File: config.mk
export PLATFORM = sky130hd
export DESIGN_NAME = stopwatch_timer_core_flat
export DESIGN_NICKNAME = d
export VERILOG_FILES = /design/src/rtl/stopwatch_timer_core_pkg.sv /design/src/rtl/stopwatch_timer_core_if.sv /design/src/rtl/stopwatch_timer_core_bcd_digit_counter.sv /design/src/rtl/stopwatch_timer_core.sv /design/src/flat_wrapper.sv
export SDC_FILE = /design/constraint.sdc
export NUM_CORES = 1
export LEC_CHECK = 0
export ABC_CLOCK_PERIOD_IN_PS = 2800
export BUFFER_PORTS_ARGS = -buffer_cell sky130_fd_sc_hd__buf_2
export CAP_MARGIN = 0
export CORE_UTILIZATION = 57
export DETAILED_ROUTE_END_ITERATION = 10
export PLACE_DENSITY = 0.83
export SYNTH_ARGS = -nofsm -noshare
export SYNTH_HDL_FRONTEND = slang
export SYNTH_SLANG_ARGS = --single-unit
export TNS_END_PERCENT = 100
File: constraint.sdc
create_clock -name clk -period 2.8 [get_ports clk]
set_input_delay 0.28 -clock clk [delete_from_list [all_inputs] [get_ports clk]]
set_output_delay 0.28 -clock clk [all_outputs]
set_load 0.05 [all_outputs]
File: src/rtl/stopwatch_timer_core_pkg.sv
// Shared types and helpers for the stopwatch/countdown timer core.
package stopwatch_pkg;

    // Width of one BCD digit.
    localparam int BCD_W = 4;

    // Top-level control states.
    typedef enum logic [1:0] {
        ST_IDLE  = 2'd0,
        ST_RUN   = 2'd1,
        ST_PAUSE = 2'd2,
        ST_DONE  = 2'd3
    } state_t;

    // Count direction, latched when leaving IDLE.
    typedef enum logic {
        MODE_UP   = 1'b0,
        MODE_DOWN = 1'b1
    } mode_t;

    // Digits 3 and 5 are tens-of-seconds / tens-of-minutes (radix 6).
    // Every other digit is decimal.
    function automatic int radix_of(input int idx);
        if ((idx == 3) || (idx == 5)) begin
            return 6;
        end else begin
            return 10;
        end
    endfunction

endpackage

File: src/rtl/stopwatch_timer_core_if.sv
// Control and display bundle between the timer core and its user.
interface stopwatch_timer_core_if #(
    parameter int N_DIGITS = 6
);
    logic                                    start_stop_i;
    logic                                    clear_i;
    logic                                    lap_i;
    logic                                    load_i;
    logic                                    mode_i;
    logic [stopwatch_pkg::BCD_W*N_DIGITS-1:0] load_val_i;
    logic [stopwatch_pkg::BCD_W*N_DIGITS-1:0] digits_o;
    logic [stopwatch_pkg::BCD_W*N_DIGITS-1:0] lap_o;
    logic                                    lap_valid_o;
    logic                                    running_o;
    logic                                    alarm_o;
    logic                                    wrap_o;
    logic                                    tick_o;

    // Controller side: drives commands, observes the count.
    modport master (
        output start_stop_i, clear_i, lap_i, load_i, mode_i, load_val_i,
        input  digits_o, lap_o, lap_valid_o, running_o, alarm_o, wrap_o, tick_o
    );

    // Timer core side.
    modport slave (
        input  start_stop_i, clear_i, lap_i, load_i, mode_i, load_val_i,
        output digits_o, lap_o, lap_valid_o, running_o, alarm_o, wrap_o, tick_o
    );
endinterface

File: src/rtl/stopwatch_timer_core_bcd_digit_counter.sv
// One BCD digit with configurable radix, chained through carry/borrow.
module bcd_digit_counter
    import stopwatch_pkg::*;
#(
    parameter int RADIX = 10
) (
    input  logic             clk,
    input  logic             rst,
    input  logic             clr_i,
    input  logic             load_i,
    input  logic [BCD_W-1:0] load_val_i,
    input  logic             en_i,
    input  logic             down_i,
    output logic [BCD_W-1:0] digit_o,
    output logic             carry_o,
    output logic             borrow_o
);
    localparam logic [BCD_W-1:0] MAX_DIGIT = BCD_W'(RADIX - 1);

    logic [BCD_W-1:0] digit_q;
    logic [BCD_W-1:0] digit_d;

    // Carry/borrow ripple to the next digit only when this digit rolls over.
    assign carry_o  = en_i && !down_i && (digit_q >= MAX_DIGIT);
    assign borrow_o = en_i && down_i && (digit_q == 4'd0);
    assign digit_o  = digit_q;

    // Next digit: clear, saturating load, or a single up/down step.
    always_comb begin
        digit_d = digit_q;
        if (clr_i) begin
            digit_d = 4'd0;
        end else if (load_i) begin
            digit_d = (load_val_i > MAX_DIGIT) ? MAX_DIGIT : load_val_i;
        end else if (en_i) begin
            if (down_i) begin
                digit_d = (digit_q == 4'd0) ? MAX_DIGIT : (digit_q - 4'd1);
            end else begin
                digit_d = (digit_q >= MAX_DIGIT) ? 4'd0 : (digit_q + 4'd1);
            end
        end else begin
            digit_d = digit_q;
        end
    end

    // Digit register.
    always_ff @(posedge clk or posedge rst) begin
        if (rst) begin
            digit_q <= 4'd0;
        end else begin
            digit_q <= digit_d;
        end
    end

endmodule

File: src/rtl/stopwatch_timer_core.sv
// Stopwatch / countdown timer: tick prescaler, run/pause FSM, lap capture,
// and a chain of BCD digit counters.
module stopwatch_timer_core
    import stopwatch_pkg::*;
#(
    parameter int CLK_HZ   = 100_000_000,
    parameter int TICK_HZ  = 100,
    parameter int N_DIGITS = 6
) (
    input  logic                   clk,
    input  logic                   rst,
    stopwatch_timer_core_if.slave  bus
);
    localparam int              DIV      = CLK_HZ / TICK_HZ;
    localparam int              PW       = (DIV > 1) ? $clog2(DIV) : 1;
    localparam logic [PW-1:0]   PRESC_TC = PW'(DIV - 1);
    localparam int              DW       = BCD_W * N_DIGITS;

    state_t         state_q, state_d;
    mode_t          mode_q, mode_d;
    logic [PW-1:0]  presc_q, presc_d;
    logic [DW-1:0]  lap_q, lap_d;
    logic           lap_valid_q, lap_valid_d;
    logic           running_q, running_d;
    logic           alarm_q, alarm_d;
    logic           wrap_q, wrap_d;
    logic           tick_q, tick_d;

    logic [DW-1:0]       count_s;
    logic [N_DIGITS:0]   en_s;
    logic [N_DIGITS-1:0] carry_s;
    logic [N_DIGITS-1:0] borrow_s;
    logic                step_s;
    logic                down_s;
    logic                load_acc_s;
    logic                count_zero_s;
    logic                down_done_s;

    // A step fires on prescaler terminal count in RUN; clear overrides it.
    assign step_s       = (state_q == ST_RUN) && (presc_q == PRESC_TC) && !bus.clear_i;
    assign down_s       = (mode_q == MODE_DOWN);
    // Load is accepted everywhere except RUN, and loses to clear.
    assign load_acc_s   = bus.load_i && !bus.clear_i && (state_q != ST_RUN);
    assign count_zero_s = (count_s == {DW{1'b0}});
    // Decrementing a count of exactly one is what lands on zero.
    assign down_done_s  = step_s && down_s && (count_s == DW'(1));
    assign en_s[0]      = step_s;

    genvar gi;
    generate
        for (gi = 0; gi < N_DIGITS; gi++) begin : g_digit
            bcd_digit_counter #(
                .RADIX (radix_of(gi))
            ) u_digit (
                .clk        (clk),
                .rst        (rst),
                .clr_i      (bus.clear_i),
                .load_i     (load_acc_s),
                .load_val_i (bus.load_val_i[gi*BCD_W +: BCD_W]),
                .en_i       (en_s[gi]),
                .down_i     (down_s),
                .digit_o    (count_s[gi*BCD_W +: BCD_W]),
                .carry_o    (carry_s[gi]),
                .borrow_o   (borrow_s[gi])
            );
            assign en_s[gi+1] = carry_s[gi] | borrow_s[gi];
        end
    endgenerate

    // Next state, prescaler, lap capture and output pulses.
    always_comb begin
        state_d     = state_q;
        mode_d      = mode_q;
        presc_d     = presc_q;
        lap_d       = lap_q;
        lap_valid_d = lap_valid_q;
        if (bus.clear_i) begin
            state_d     = ST_IDLE;
            presc_d     = {PW{1'b0}};
            lap_d       = {DW{1'b0}};
            lap_valid_d = 1'b0;
        end else begin
            // Lap sees the count before any update of this cycle.
            if (bus.lap_i && (state_q != ST_IDLE)) begin
                lap_d       = count_s;
                lap_valid_d = 1'b1;
            end else begin
                lap_d       = lap_q;
                lap_valid_d = lap_valid_q;
            end
            case (state_q)
                ST_RUN: begin
                    presc_d = (presc_q == PRESC_TC) ? {PW{1'b0}} : (presc_q + PW'(1));
                    if (down_done_s) begin
                        state_d = ST_DONE;
                    end else if (bus.start_stop_i) begin
                        state_d = ST_PAUSE;
                    end else begin
                        state_d = ST_RUN;
                    end
                end
                ST_IDLE: begin
                    if (bus.load_i) begin
                        presc_d = {PW{1'b0}};
                    end else if (bus.start_stop_i && !(bus.mode_i && count_zero_s)) begin
                        state_d = ST_RUN;
                        mode_d  = bus.mode_i ? MODE_DOWN : MODE_UP;
                    end else begin
                        state_d = ST_IDLE;
                    end
                end
                ST_PAUSE: begin
                    if (bus.load_i) begin
                        presc_d = {PW{1'b0}};
                    end else if (bus.start_stop_i) begin
                        state_d = ST_RUN;
                    end else begin
                        state_d = ST_PAUSE;
                    end
                end
                ST_DONE: begin
                    if (bus.load_i) begin
                        presc_d = {PW{1'b0}};
                        state_d = ST_IDLE;
                    end else if (bus.start_stop_i) begin
                        state_d = ST_IDLE;
                    end else begin
                        state_d = ST_DONE;
                    end
                end
                default: begin
                    state_d = ST_IDLE;
                end
            endcase
        end
        running_d = (state_d == ST_RUN);
        alarm_d   = down_done_s;
        wrap_d    = carry_s[N_DIGITS-1];
        tick_d    = step_s;
    end

    // Control state and registered status outputs.
    always_ff @(posedge clk or posedge rst) begin
        if (rst) begin
            state_q     <= ST_IDLE;
            mode_q      <= MODE_UP;
            presc_q     <= {PW{1'b0}};
            lap_q       <= {DW{1'b0}};
            lap_valid_q <= 1'b0;
            running_q   <= 1'b0;
            alarm_q     <= 1'b0;
            wrap_q      <= 1'b0;
            tick_q      <= 1'b0;
        end else begin
            state_q     <= state_d;
            mode_q      <= mode_d;
            presc_q     <= presc_d;
            lap_q       <= lap_d;
            lap_valid_q <= lap_valid_d;
            running_q   <= running_d;
            alarm_q     <= alarm_d;
            wrap_q      <= wrap_d;
            tick_q      <= tick_d;
        end
    end

    assign bus.digits_o    = count_s;
    assign bus.lap_o       = lap_q;
    assign bus.lap_valid_o = lap_valid_q;
    assign bus.running_o   = running_q;
    assign bus.alarm_o     = alarm_q;
    assign bus.wrap_o      = wrap_q;
    assign bus.tick_o      = tick_q;

endmodule

File: src/flat_wrapper.sv
// flat-port wrapper written by rule: the top's interface ports become plain ports
module stopwatch_timer_core_flat import stopwatch_pkg::*;
#(
    parameter int CLK_HZ   = 100_000_000,
    parameter int TICK_HZ  = 100,
    parameter int N_DIGITS = 6
)
  (clk, rst, bus_start_stop_i, bus_clear_i, bus_lap_i, bus_load_i, bus_mode_i, bus_load_val_i, bus_digits_o, bus_lap_o, bus_lap_valid_o, bus_running_o, bus_alarm_o, bus_wrap_o, bus_tick_o);
  stopwatch_timer_core_if #(.N_DIGITS(N_DIGITS)) bus_i ();
  input  logic clk;
  input  logic rst;
  input wire logic [$bits(bus_i.start_stop_i)-1:0] bus_start_stop_i;
  input wire logic [$bits(bus_i.clear_i)-1:0] bus_clear_i;
  input wire logic [$bits(bus_i.lap_i)-1:0] bus_lap_i;
  input wire logic [$bits(bus_i.load_i)-1:0] bus_load_i;
  input wire logic [$bits(bus_i.mode_i)-1:0] bus_mode_i;
  input wire logic [$bits(bus_i.load_val_i)-1:0] bus_load_val_i;
  output wire logic [$bits(bus_i.digits_o)-1:0] bus_digits_o;
  output wire logic [$bits(bus_i.lap_o)-1:0] bus_lap_o;
  output wire logic [$bits(bus_i.lap_valid_o)-1:0] bus_lap_valid_o;
  output wire logic [$bits(bus_i.running_o)-1:0] bus_running_o;
  output wire logic [$bits(bus_i.alarm_o)-1:0] bus_alarm_o;
  output wire logic [$bits(bus_i.wrap_o)-1:0] bus_wrap_o;
  output wire logic [$bits(bus_i.tick_o)-1:0] bus_tick_o;
  assign bus_i.start_stop_i = bus_start_stop_i;
  assign bus_i.clear_i = bus_clear_i;
  assign bus_i.lap_i = bus_lap_i;
  assign bus_i.load_i = bus_load_i;
  assign bus_i.mode_i = bus_mode_i;
  assign bus_i.load_val_i = bus_load_val_i;
  assign bus_digits_o = bus_i.digits_o;
  assign bus_lap_o = bus_i.lap_o;
  assign bus_lap_valid_o = bus_i.lap_valid_o;
  assign bus_running_o = bus_i.running_o;
  assign bus_alarm_o = bus_i.alarm_o;
  assign bus_wrap_o = bus_i.wrap_o;
  assign bus_tick_o = bus_i.tick_o;
  stopwatch_timer_core #(.CLK_HZ(CLK_HZ), .TICK_HZ(TICK_HZ), .N_DIGITS(N_DIGITS)) u_core (.clk(clk), .rst(rst), .bus(bus_i));
endmodule
# ---- Word-level counts from Yosys, hierarchy flattened
# Cells that the tools add are included.
# Widths: inputs -> output; s select.
dict set report word_totals {
  regBits 76
  in_bits 31
  output_inout_bits 53
  word_cells 167
}
dict set report classes {
  n_addsub 13
  n_lt_le_gt_ge 12
  eq_ne 8
  mux 61
  n_bitwise 7
  reduce_logical 51
}
# cell n
set op_table {}
lappend op_table {{$mux 4} 42}
lappend op_table {{$mux 20} 3}
lappend op_table {{$mux 24} 2}
lappend op_table {{$pmux 20 s2} 1}
lappend op_table {{$logic_and 1x1->1} 30}
lappend op_table {{$add 4x1->4 const B} 6}
lappend op_table {{$eq 24x1->1 const B} 1}
lappend op_table {{$logic_not 24->1} 1}
lappend op_table {{$logic_not 4->1} 6}
lappend op_table {{$sub 4x1->4 const B} 6}
lappend op_table {{$add 20x1->20 const B} 1}
lappend op_table {{$eq 20x20->1 const B} 1}
lappend op_table {{$reduce_bool 3->1} 6}
lappend op_table {{$ge 4x4->1 const B} 4}
lappend op_table {{$gt 4x4->1 const B} 4}
lappend op_table {{$mux 2} 8}
lappend op_table {{$ge 4x3->1 const B} 2}
lappend op_table {{$gt 4x3->1 const B} 2}
lappend op_table {{$pmux 2 s4} 1}
lappend op_table {{$or 1x1->1} 5}
lappend op_table {{$eq 2x1->1 const B} 2}
lappend op_table {{$eq 2x2->1 const B} 2}
lappend op_table {{$mux 1} 4}
lappend op_table {{$reduce_and 4->1} 1}
lappend op_table {{7 further kinds} 11}

# ---- Logic depth before layout (Yosys ltp)
dict set report logic_depth {
  ltp_word 21
  mapped_depth 9
  mapped_depth_nobuf 7
}

# ---- Hierarchy
# A second synthesis with hierarchy kept.
dict set report unflattened {
  cells_unflattened 619
  area_unflattened_um2 5104.9
}
# mod instances cells_each area_each_um2 seq_area_each_um2
set by_module_without_submodules {}
lappend by_module_without_submodules {stopwatch_timer_core 1 283 2524.9 1301.2}
lappend by_module_without_submodules {{bcd_digit_counter at u_core.g_digit[0].u_digit ...} 4 56 431.7 100.1}
lappend by_module_without_submodules {{bcd_digit_counter at u_core.g_digit[3].u_digit ...} 2 56 426.7 100.1}

# ---- Worst setup path before layout
# Ideal clock, no wire load.
dict set report synth_path {
  path_kind {register to register}
  startpoint {register u_core.g_digit[0].u_digit.digit_q[0]}
  endpoint {register u_core.g_digit[4].u_digit.digit_q[1]}
  setup_time_ns 0.125
  t_arrival_ns 2.635
  required_ns 2.675
  slack_ns 0.041
  stages_incl_launch_ff 9
  n_path_buf 1
  period_less_slack_ns 2.759
  path_cell_list {dfrtp_1 inv_1 ha_1 buf_2 nor3b_1 nor4b_2 o211ai_2 o41ai_4 mux2_2}
}
dict set report synth_between {
  elab_chain_cells 13
  word_cells_on_any_way 21
  classes_between {order compare (1); bitwise (4); reduce/logical (16)}
}
# element line
set synth_rtl {}
lappend synth_rtl {{start: declaration} stopwatch_timer_core_bcd_digit_counter.sv:20} ;# logic [BCD_W-1:0] digit_q;
lappend synth_rtl {{start signal: assignment} stopwatch_timer_core_bcd_digit_counter.sv:51} ;# digit_q <= digit_d;
lappend synth_rtl {{$ge 4x4->1 or $logic_not 4->1 (tied branches)} {stopwatch_timer_core_bcd_digit_counter.sv:24, stopwatch_timer_core_bcd_digit_counter.sv:25}}
lappend synth_rtl {{$logic_and 1x1->1, on equally long branches} {stopwatch_timer_core_bcd_digit_counter.sv:24, stopwatch_timer_core_bcd_digit_counter.sv:25}}
lappend synth_rtl {{$or 1x1->1 *} stopwatch_timer_core.sv:66} ;# assign en_s[gi+1] = carry_s[gi] | borrow_s[gi];
lappend synth_rtl {{$logic_and 1x1->1, on equally long branches (2 in a row)} {stopwatch_timer_core_bcd_digit_counter.sv:24, stopwatch_timer_core_bcd_digit_counter.sv:25}}
lappend synth_rtl {{$or 1x1->1 *} stopwatch_timer_core.sv:66}
lappend synth_rtl {{$logic_and 1x1->1, on equally long branches (2 in a row)} {stopwatch_timer_core_bcd_digit_counter.sv:24, stopwatch_timer_core_bcd_digit_counter.sv:25}}
lappend synth_rtl {{$or 1x1->1 *} stopwatch_timer_core.sv:66}
lappend synth_rtl {{$logic_and 1x1->1, on equally long branches (2 in a row)} {stopwatch_timer_core_bcd_digit_counter.sv:24, stopwatch_timer_core_bcd_digit_counter.sv:25}}
lappend synth_rtl {{$or 1x1->1 *} stopwatch_timer_core.sv:66}
lappend synth_rtl {{$reduce_bool 3->1 (no line) *} -}
lappend synth_rtl {{end signal: assignment} stopwatch_timer_core_bcd_digit_counter.sv:51}
lappend synth_rtl {{end: declaration} stopwatch_timer_core_bcd_digit_counter.sv:20}
# Every way passes the cells marked *; elsewhere a longest branch is shown, timed or not.
# A chain may end at the register's enable or synchronous reset.

# ---- Worst setup path in the final report
dict set report layout_path {
  startpoint {register u_core.g_digit[4].u_digit.digit_q[0]}
  endpoint {register u_core.g_digit[5].u_digit.digit_q[3]}
}
dict set report layout_between {
  elab_chain_cells 4
  word_cells_on_any_way 6
  classes_between {order compare (1); bitwise (1); reduce/logical (4)}
}
# element line
set layout_rtl {}
lappend layout_rtl {{$ge 4x4->1 or $logic_not 4->1 (tied branches)} {stopwatch_timer_core_bcd_digit_counter.sv:24, stopwatch_timer_core_bcd_digit_counter.sv:25}}
lappend layout_rtl {{$logic_and 1x1->1, on equally long branches} {stopwatch_timer_core_bcd_digit_counter.sv:24, stopwatch_timer_core_bcd_digit_counter.sv:25}}
lappend layout_rtl {{$or 1x1->1 *} stopwatch_timer_core.sv:66}
lappend layout_rtl {{$reduce_bool 3->1 (no line) *} -}
lappend layout_rtl {{end signal: assignment} stopwatch_timer_core_bcd_digit_counter.sv:51}
lappend layout_rtl {{end: declaration} stopwatch_timer_core_bcd_digit_counter.sv:20}
# Marked as above.

==> results by group <==
STA
  • Achievable clock frequency: 381.6 MHz
  • Hold violation count in the final report: 0
  • Unrepaired setup endpoints after global routing: no
  • Period utilization: 0.9360
  • Slew Limit Fails: 0
  • Setup TNS: 0 ps
  • Worst slack on hold paths: 60.68 ps
  • Number of endpoints failing setup at the final stage: 0
  • Slew Limit Headroom: 0.2182
  • Clock Skew: 13.77 ps
  • Transition time of the tightest slew-check pin: 1171 ps
  • Min cycle time layout: 2621 ps

Setup path
  • Dominant delay contributor by cell family on the critical path: simple AND/OR/NAND/NOR gates
  • Worst r2r dst: u_core.g_digit[5].u_digit.digit_o[3]
  • Cell at the slowest stage of the critical path: sky130_fd_sc_hd__a2111o_1
  • Slowest cell delay on critical path: 530 ps
  • Worst-path cell chain: inv_1 > ha_1 > nor3b_1 > nand2_1 > a2111o_1 > or4_1 > a21oi_1
  • Setup slack of the most critical reg-to-reg path: 180 ps
  • Largest driver fanout on the critical path: 8
  • Total buffers and inverters traversed by the critical path: 1
  • FF-to-FF path depth: 7
  • Total stage count of the critical path: 7
  • Crit Path Category: flip-flop to flip-flop
  • Required time of the worst setup path: 3080 ps
  • Origin of the critical flop-to-flop path: u_core.g_digit[4].u_digit.digit_o[0]
  • Startpoint kind of the worst setup timing path: flip-flop
  • Setup crit end kind: flip-flop
  • Worst EP arrival: 2900 ps

Yosys
  • Count of mapped cells out of synthesis: 545
  • Number of flops mapped to enable cells by yosys: 0
  • Most instantiated library cell after synthesis: sky130_fd_sc_hd__dfrtp_1
  • Fraction of synthesized cell area taken by the top area cell type: 0.3846
  • Leading post-synthesis cells by cell area: sky130_fd_sc_hd__dfrtp_1 38%, sky130_fd_sc_hd__a22o_1 5.1%, sky130_fd_sc_hd__ha_1 4.8%, sky130_fd_sc_hd__o21ai_0 3.5%, sky130_fd_sc_hd__nor2_1 3.0%
  • Post-synthesis sequential area ratio: 0.3846
  • Syn Std Cell Area: 0.004945 sq mm
  • Largest area contributor in the synthesized netlist: sky130_fd_sc_hd__dfrtp_1
  • Most common library cells after synthesis: 76 x sky130_fd_sc_hd__dfrtp_1, 40 x sky130_fd_sc_hd__nor2_1, 39 x sky130_fd_sc_hd__nand2_1
  • Count of yosys warnings during synthesis: 0
  • Fraction of registers with async set/reset: 1.000
  • Synthesized area divided by synthesized cell count: 9.073 sq um
  • Dominant synthesized flop cell: sky130_fd_sc_hd__dfrtp_1
  • Number of synthesized register bits: 76
  • Netlist cell types: 73
  • Net count after synthesis: 595

Detailed routing
  • Average via count per standard cell: 6.462
  • First-pass DRT Iterations: 5
  • Starting DRT DRC Count: 262
  • Number of routed nets with antenna violations: 0
  • Via count of the routed design: 4782
  • Total wire length after detailed routing: 13.35 mm
  • Wire per inst: 18.05 um
  • Remaining DRCs: 0

Clock tree
  • TritonCTS sink count: 76
  • CTS clk-pin slew, worst paths: 80 ps
  • Deepest level of the CTS H-tree: 3
  • TritonCTS clock tree: done
  • Clock network latency to the later pin of the worst-skew pair: 360 ps
  • Clk Tree Root Cell: sky130_fd_sc_hd__clkbuf_8
  • TritonCTS Buffers: 9
  • Buffers from clock root to sink, at most: 2
  • Buffers inserted by post-CTS timing repair: 0

Floorplan
  • Horiz. Die Dim: 95.14 um
  • Die extent in y: 95.14 um
  • Area of the die: 0.009052 sq mm
  • Initial standard-cell utilization of the core: 0.5958
  • Site row count: 33
  • Area of the core: 0.008299 sq mm
  • Boundary Pins: 84

Power
  • Maximum vdd drop: 0.3555 mV
  • Total power: 3547 uW
  • Pleak: 0.002704 uW
  • Power per unit of standard cell area: 619.6 mW/mm^2

Flow run
  • Number of maximum-capacitance constraint violations: 0

Global route
  • Aggregate global routing overflow: 0
  • Maximum number of pins on one net before global-route repair: 43
  • Initial antenna violation count: 0
  • Via count of the first global-routing pass: 4391
  • Wire length of the first global-routing pass: 21.35 mm
  • Total routing usage reported by global routing: 0.3058

Finish
  • Area growth from synthesis to final layout: 15.76%
  • Number of nets in the layout: 680
  • Finished layout cell area: 0.005724 sq mm
  • Share of layout cells above drive strength 1: 0.2394
  • Diode count: 0
  • Fillers: 643

Placement
  • Routability congestion estimate from global placement: 0.9624
  • HPWL after DPL: 9.369 mm
  • Placed Instance Area: 0.005549 sq mm
  • Count of port buffers added during placement: 83

Run status
  • Run status: complete, no violations

Hold path
  • Worst hold path class: input pin to async pin
## stage by stage
step	util	std cells	setup WS, ps
2_1_floorplan	-	545	40.57
3_3_place_gp	0.6686	724	303.9
3_5_place_dp	0.6686	724	196.0
4_1_cts	0.6891	740	151.1
5_1_grt	0.6897	740	27.71
6_report	0.6897	740	179.2
## registers in the layout (all words and copies together), names as in the netlist
register                        cells
u_core.bus.lap_o                   24
u_core.g_digit.u_digit.digit_o     24
u_core.presc_q                     20
u_core.state_q                      2
u_core.bus.alarm_o                  1
u_core.bus.lap_valid_o              1
u_core.bus.running_o                1
u_core.bus.tick_o                   1
u_core.bus.wrap_o                   1
u_core.down_s                       1
## logic make-up after synthesis
family                     after synthesis  synth area share
AOI/OAI and AO/OA                      175            0.2528
buffers and inverters                   62           0.05061
DFF                                     76            0.3846
adders and majority gates               19           0.04808
and+or+nand+nor                        191            0.2118
xor gates and xnor gates                 7           0.01240
muxes                                   15           0.03973
## cell usage in the layout, fill, tap and decap left out, types with 4 or more instances in the layout
cell,count
sky130_fd_sc_hd__ha_1,19
sky130_fd_sc_hd__a21o_1,6
sky130_fd_sc_hd__xor2_1,7
sky130_fd_sc_hd__buf_2,83
sky130_fd_sc_hd__and2_1,4
sky130_fd_sc_hd__inv_1,26
sky130_fd_sc_hd__nand4_1,4
sky130_fd_sc_hd__a211oi_1,9
sky130_fd_sc_hd__a32oi_1,5
sky130_fd_sc_hd__nor4_1,4
sky130_fd_sc_hd__o31ai_1,9
sky130_fd_sc_hd__clkbuf_8,9
sky130_fd_sc_hd__o21ai_0,35
sky130_fd_sc_hd__nor3b_1,7
sky130_fd_sc_hd__a22o_1,29
sky130_fd_sc_hd__and3_1,6
sky130_fd_sc_hd__o21bai_1,4
sky130_fd_sc_hd__a21oi_1,28
sky130_fd_sc_hd__dfrtp_1,76
sky130_fd_sc_hd__buf_4,24
sky130_fd_sc_hd__or4_1,4
sky130_fd_sc_hd__a31oi_1,8
sky130_fd_sc_hd__nor2_1,39
sky130_fd_sc_hd__o211ai_1,7
sky130_fd_sc_hd__clkinvlp_4,4
sky130_fd_sc_hd__mux2_2,6
sky130_fd_sc_hd__nor3_1,16
sky130_fd_sc_hd__nand3_1,22
sky130_fd_sc_hd__mux2i_1,5
sky130_fd_sc_hd__o2bb2ai_1,4
sky130_fd_sc_hd__nand3b_1,5
sky130_fd_sc_hd__or3_1,6
sky130_fd_sc_hd__nand2_1,39
sky130_fd_sc_hd__nand2b_1,10
## metal layers
layer | up-vias | global-route usage | wire, um
met2 | 244 | 0.4726 | 6167
met3 | 50 | 0.05183 | 1131
met5 | - | 0 | 0
li1 | 2204 | - | -
met1 | 2284 | 0.4047 | 5546
met4 | 0 | 0.1742 | 508
## area by class of cell
cell class                 count  area [sq um]  area share
clock inverter                 5         38.79    0.006776
tap                          105         131.4     0.02295
sequential                    76          1902      0.3322
timing repair buffer         108         615.6      0.1075
inverter                      28         105.1     0.01836
clock buffer                  11         131.4     0.02295
multi-input combinational    407          2800      0.4892
## report_power, final
group          internal, uW  switching, uW  leakage [uW]
clock network           324            438     0.0000718
registers              1180            130       0.00104
logic                   521            955       0.00160
## what timing repair did
item / in CTS / in global routing
gates resized for setup: 0 / 1
hold endpoints to repair: 0 / 0
hold buffers: 0 / 0
setup endpoints to repair: 0 / 3
## how the worst max path moves through the flow
stage / slack [ps] / end / startpoint
final: 180 / u_core.g_digit[5].u_digit.digit_o[3] / u_core.g_digit[4].u_digit.digit_o[0]
after global routing: 30 / u_core.g_digit[5].u_digit.digit_o[3] / u_core.g_digit[4].u_digit.digit_o[1]
after CTS: 150 / u_core.g_digit[2].u_digit.digit_o[1] / u_core.g_digit[1].u_digit.digit_o[1]
after detailed placement: 200 / u_core.g_digit[2].u_digit.digit_o[1] / u_core.g_digit[1].u_digit.digit_o[1]
after global placement: 300 / u_core.g_digit[2].u_digit.digit_o[1] / u_core.g_digit[1].u_digit.digit_o[1]
after floorplan: 40 / u_core.g_digit[4].u_digit.digit_o[1] / u_core.g_digit[0].u_digit.digit_o[0]
(Power assumes the default switching activity.)
